[src/rtl/wb_intercon_pkg.sv]
// Shared constants and types for the Wishbone address-slot interconnect.
// Pure declarations: no logic, no latency.
// Backpressure: not applicable.
package wb_intercon_pkg;

  localparam int NUM_SLAVES = 16;
  localparam int DW         = 32;
  localparam int SEL_MSB    = 31;
  localparam int SEL_LSB    = 28;
  localparam int ERR_SLOT   = 16;
  localparam int NSTB       = NUM_SLAVES + 1;

  localparam logic [DW-1:0] DEFAULT_ERR_DATA = 32'hDEAD_BEEF;

  // Slot map: 0 RAM, 1 disk, 2 VRAM, 3 keyboard, 4 counter, 5..15 free.
  typedef logic [SEL_MSB-SEL_LSB:0] slot_t;

  // The top address nibble picks the slave slot.
  function automatic slot_t addr_slot(input logic [DW-1:0] addr);
    return addr[SEL_MSB:SEL_LSB];
  endfunction

endpackage

[src/rtl/wb_watchdog.sv]
// Watchdog for unacknowledged strobes: counts waiting cycles and fires a bus error.
// Latency: err_o is combinational from the registered count; lock_o is registered.
// Backpressure: after an error, lock_o holds until the master drops its strobe.
module wb_watchdog
  import wb_intercon_pkg::*;
#(
  parameter int unsigned TIMEOUT_CYCLES = 255
) (
  input  logic clk,
  input  logic rst_n,
  input  logic stb_i,
  input  logic ack_i,
  output logic err_o,
  output logic lock_o
);

  localparam int CW = (TIMEOUT_CYCLES < 2) ? 1 : $clog2(TIMEOUT_CYCLES + 1);
  localparam logic [CW-1:0] LIMIT = CW'(TIMEOUT_CYCLES);

  logic [CW-1:0] cnt_q, cnt_d;
  logic          lock_q, lock_d;
  logic          hit;

  // A real slave ACK on the limit cycle wins over the error.
  assign hit    = (cnt_q == LIMIT);
  assign err_o  = stb_i & ~lock_q & ~ack_i & hit;
  assign lock_o = lock_q;

  // Next-state: clear on idle/ack/error, count while waiting, lock after an error.
  always_comb begin
    cnt_d  = cnt_q;
    lock_d = lock_q;
    if (!stb_i) begin
      cnt_d  = '0;
      lock_d = 1'b0;
    end else if (lock_q || ack_i || hit) begin
      // Every path out of "waiting" acknowledges the master, so the count restarts.
      cnt_d = '0;
      if (err_o) lock_d = 1'b1;
    end else begin
      cnt_d = cnt_q + 1'b1;
    end
  end

  // State registers; reset aborts any pending wait and releases the lock.
  always_ff @(posedge clk or negedge rst_n) begin
    if (!rst_n) begin
      cnt_q  <= '0;
      lock_q <= 1'b0;
    end else begin
      cnt_q  <= cnt_d;
      lock_q <= lock_d;
    end
  end

endmodule

[src/rtl/wb_intercon.sv]
// Single-master Wishbone interconnect: address-nibble decode to 16 slaves, optional watchdog.
// Latency: zero-cycle combinational decode/mux; watchdog (WB_INTERCON_TIMEOUT_EN) errors after TIMEOUT_CYCLES.
// Backpressure: master waits on the selected slave ACK; after a bus error strobes stay low until master_STB drops.
module wb_intercon
  import wb_intercon_pkg::*;
#(
  parameter int unsigned     TIMEOUT_CYCLES = 255,
  parameter logic [DW-1:0]   ERR_DATA       = DEFAULT_ERR_DATA
) (
  input  logic                 clk,
  input  logic                 rst_n,
  input  logic                 master_STB,
  input  logic                 master_WE,
  input  logic [DW-1:0]        master_ADDR,
  input  logic [DW-1:0]        master_DAT_I,
  output logic [DW-1:0]        master_DAT_O,
  output logic                 master_ACK,
  output logic [NSTB-1:0]      slave_STB,
  input  logic [NSTB-1:0]      slave_ACK,
  output logic                 slave_WE,
  output logic [DW-1:0]        slave_ADDR,
  output logic [DW-1:0]        slave_DAT_O,
  input  logic [NUM_SLAVES*DW-1:0] slave_DAT_I,
  output logic                 bus_err
);

  slot_t         sel;
  logic [DW-1:0] lane;
  logic          sel_ack;
  logic          wd_err;
  logic          wd_lock;
  logic          unused_err_ack;

  assign sel         = addr_slot(master_ADDR);
  assign sel_ack     = slave_ACK[sel];
  assign slave_WE    = master_WE;
  assign slave_ADDR  = master_ADDR;
  assign slave_DAT_O = master_DAT_I;

  // The error slot has no real slave behind it, so its ACK is never looked at.
  assign unused_err_ack = slave_ACK[ERR_SLOT];

  // Read-data mux: pick the selected slave's lane.
  always_comb begin
    lane = '0;
    for (int k = 0; k < NUM_SLAVES; k++) begin
      if (sel == slot_t'(k)) lane = slave_DAT_I[k*DW +: DW];
    end
  end

`ifdef WB_INTERCON_TIMEOUT_EN
  wb_watchdog #(
    .TIMEOUT_CYCLES (TIMEOUT_CYCLES)
  ) u_watchdog (
    .clk    (clk),
    .rst_n  (rst_n),
    .stb_i  (master_STB),
    .ack_i  (sel_ack),
    .err_o  (wd_err),
    .lock_o (wd_lock)
  );
`else
  localparam int unsigned UNUSED_TIMEOUT_CYCLES = TIMEOUT_CYCLES;
  logic unused_clk;

  assign unused_clk = clk;
  assign wd_err     = 1'b0;
  assign wd_lock    = 1'b0;
`endif

  // Strobe/ACK steering; reset gates all handshakes while data keeps passing through.
  always_comb begin
    slave_STB    = '0;
    master_ACK   = 1'b0;
    bus_err      = 1'b0;
    master_DAT_O = wd_err ? ERR_DATA : lane;
    if (rst_n && master_STB && !wd_lock) begin
      if (wd_err) begin
        slave_STB[ERR_SLOT] = 1'b1;
        master_ACK          = 1'b1;
        bus_err             = 1'b1;
      end else begin
        slave_STB[sel] = 1'b1;
        master_ACK     = sel_ack;
      end
    end
  end

endmodule

[config.mk]
export PLATFORM = sky130hd
export DESIGN_NAME = wb_intercon
export DESIGN_NICKNAME = d
export VERILOG_FILES = /design/src/rtl/wb_intercon_pkg.sv /design/src/rtl/wb_watchdog.sv /design/src/rtl/wb_intercon.sv
export SDC_FILE = /design/constraint.sdc
export NUM_CORES = 1
export LEC_CHECK = 0
export CORE_AREA = 3 3 279 281
export DETAILED_ROUTE_END_ITERATION = 7
export DIE_AREA = 0 0 282 284
export SLEW_MARGIN = 10
export SYNTH_ARGS = -nofsm -noshare
export SYNTH_HDL_FRONTEND = slang
export SYNTH_SLANG_ARGS = --single-unit
export TNS_END_PERCENT = 20
[constraint.sdc]
create_clock -name vclk -period 5.6
set_input_delay 1.4 -clock vclk [all_inputs]
set_output_delay 1.4 -clock vclk [all_outputs]
set_load 0.03 [all_outputs]
==> summary.md <==
| Metric | Value |
|---|---|
| Number of gates resized after CTS | 0 |
| Horizontal die dimension | ~280 um |
| Layout Cells excl Fill | between 2000 and 2500 |
| Final slew viol count | 0 |
| Synthesis Warnings | 0 |
| Endpoint kind of the worst setup timing path | primary output |
| Outcome | completed |
| Number of logic stages on the critical path including buffering | 9 |
| Max-cap violations | 0 |
| Tightest Hold Check Type | primary input to primary output |
| Uppermost layer routed | met5 |
| Pin slew with the least headroom to its limit | roughly 0.7 ns |
| Portion of synthesized cell area occupied by the leading cell type | between 15 and 20% |
| Slowest CP cell | sky130_fd_sc_hd__or2_2 |
| Wire length on met2 | 28.0 mm |
| Fraction of final layout cells sized beyond drive strength 1 | approximately 13% |
| Most used standard cell by instance count after synthesis | sky130_fd_sc_hd__o21ai_0 |
| Summed negative setup slack over all endpoints | 0 ns |
| Top cells by area in the synthesized netlist | sky130_fd_sc_hd__mux4_2 20%, sky130_fd_sc_hd__mux2i_1 14%, sky130_fd_sc_hd__o21ai_0 11%, sky130_fd_sc_hd__buf_4 10%, sky130_fd_sc_hd__nand2_1 5.4% |
| Count of antenna-violating nets left after detailed routing | 0 |
| Worst slack after detailed placement | roughly 0.31 ns |
| Post-detailed-route wirelength per cell | roughly 26 um |
| Core footprint | between 70000 and 80000 um2 |
| Post-layout nets | approximately 1900 |
| Mean cell area of the mapped netlist | roughly 7.5 um2 |
| Setup-violating endpoint count in the final report | 0 |
| # placed instances | about 2200 |
| Initial standard-cell utilization of the core | under 10% |
| Cell count after synthesis | about 750 |
| Vias in the first global route | 8628 |
| GRT Residual Overflow | 0 |
| # rows | 101 |
| Crit path setup slack, layout | about 0.40 ns |
| Kind of launch point of the worst setup path | primary input |
| Final Wtd Congestion | 0.880 |
| Required time at the endpoint of the critical path | approximately 4.2 ns |
| Share of the core filled with cells | ~16% |
| Setup repair after global routing missed its margin | no |
| Time the final worst path needs with I/O delays and setup | around 5.2 ns |
| Share of the yosys chip area belonging to registers | 0% |
| Overall via count from detail_route | roughly 8400 |
| Cts-stage hold buffer count | 0 |
| Port Buf Inserts | between 500 and 600 |
| Cell type with the highest occurrence count on the critical path | sky130_fd_sc_hd__buf_4 |
| Max Clock Freq | about 190 MHz |
| Post-synth cell types | 54 |
| Sequential cells | 0 |
| Count of clock-net buffers in the final layout | 0 |
| Cell class contributing the biggest share of worst-path delay | buffers and inverters |
| Number of buffers and inverters on the critical path | 5 |
| Iteration-0 DRC Markers | ~340 |
| Wire length of the first global-routing pass | 72.4 mm |
| Maximum cell stage delay along the critical path | about 0.49 ns |
| # DRC | 0 |
| Largest net degree at the start of global routing | 38 |
| Worst Path Max Fanout | 12 |
| Worst voltage drop across the vdd grid | about 45 uV |
| Critical path start-end classification | primary input to primary output |
| Crit path DAT | 3.80 ns |
| Storage cell area | 0 um2 |
| Mapped cell area | 5600 um2 |
| Die boundary height | around 280 um |
| Final critical-path share of the clock period | 92.9% |
| First drt pass iteration count | 5 |
| Antenna violations before repair | 22 |
| Gr usage total | 13.2% |
| Via-per-instance ratio | between 3 and 4 |
| Post-DP HPWL | around 50 mm |
| Capturing element of the worst setup path | master_DAT_O[2] |
| I/O pin total | about 710 |
| Post-CTS Repair Setup Buffers | 0 |
| Routed wire length | approximately 57 mm |
| Floorplan die area | between 80000 and 90000 um2 |
| Leakage power summed over all cells | around 4.3 nW |
| Layout area overhead | 122% |
| Cell type with the largest total area after synthesis | sky130_fd_sc_hd__mux4_2 |
| Commonest cells in the synthesized netlist | 128 x sky130_fd_sc_hd__o21ai_0, 81 x sky130_fd_sc_hd__mux2i_1, 81 x sky130_fd_sc_hd__nand2_1 |
| Pwr dens | about 84 nW/um2 |
| Wl on met1 | approximately 22 mm |
| Cells along the critical path | buf_2 -> buf_4 -> nand2b_1 -> or2_2 -> buf_4 -> o21ai_0 -> buf_4 -> a41oi_1 -> buf_4 |
| Headroom to the max-slew limit | 53.4% |
| Hold violation count in the final report | 0 |
| Metal3 WL | between 4 and 5 mm |
| Critical path startpoint | master_ADDR[31] |
==> metrics by stage <==
stage	total power [W]	cell area [um2]	hold slack, ns
6_report	0.00104	12400	2.80
5_1_grt	0.00110	12400	2.80
4_1_cts	0.00106	12400	2.80
3_5_place_dp	0.00105	12400	2.80
3_3_place_gp	0.00105	12400	2.80
2_1_floorplan	0.000466	5600	2.93
==> layout make-up <==
| cell class | count | area (um2) |
|---|---|---|
| timing repair buffer | 650 | 6530 |
| tap | 978 | 1220 |
| multi-input combinational | 597 | 4640 |
| antenna | 5 | 12.5 |
| fill | 8603 | 63300 |
| inverter | 5 | 18.8 |
==> layer usage <==
layer / global-route usage, % / up-vias
li1: - / 3820
met1: 14.8 / 3972
met2: 24.2 / 546
met3: 3.39 / 90
met4: 3.66 / 10
met5: 0 / -
==> how the worst min path moves through the flow <==
| stage | from | to | cells past startpoint |
|---|---|---|---|
| final | master_ADDR[12] | slave_ADDR[12] | 0 |
| after CTS | master_ADDR[2] | slave_ADDR[2] | 0 |
| after global placement | master_ADDR[2] | slave_ADDR[2] | 0 |
| after floorplan | master_ADDR[0] | slave_ADDR[0] | 1 |
| after global routing | master_ADDR[1] | slave_ADDR[1] | 0 |
| after detailed placement | master_ADDR[2] | slave_ADDR[2] | 0 |
==> report_power, final <==
part / switching [W] / internal (W) / leakage, nW
Combinational: 0.000449 / 0.000593 / 4.35
Clock: 0 / 0.000000000120 / 0.0000317
Sequential: 0 / 0 / 0
==> kinds of logic (layout without fill, tap and decap cells) <==
logic type	count (synthesis)	in the layout	synth area share, %
multiplexers	136	136	35.4
buffers and inverters	149	655	17.8
AO/OA/AOI/OAI	294	294	33.9
other	1	7	0.0670
AND/OR/NAND/NOR	165	165	12.9
==> cells in the final DEF (no fill, tap or decap), types with 6 or more instances in the layout <==
cell,count
sky130_fd_sc_hd__a41oi_1,19
sky130_fd_sc_hd__nor3_1,9
sky130_fd_sc_hd__mux2i_1,81
sky130_fd_sc_hd__a31oi_1,8
sky130_fd_sc_hd__a21oi_1,13
sky130_fd_sc_hd__o21ai_0,128
sky130_fd_sc_hd__a22oi_1,13
sky130_fd_sc_hd__o21a_1,19
sky130_fd_sc_hd__mux2_2,6
sky130_fd_sc_hd__buf_4,77
sky130_fd_sc_hd__o211ai_1,38
sky130_fd_sc_hd__nand2_1,80
sky130_fd_sc_hd__clkdlybuf4s50_1,549
sky130_fd_sc_hd__mux4_2,49
sky130_fd_sc_hd__a21o_1,20
sky130_fd_sc_hd__nor2_1,40
sky130_fd_sc_hd__buf_12,21
Power figures use the tool's default switching activity.
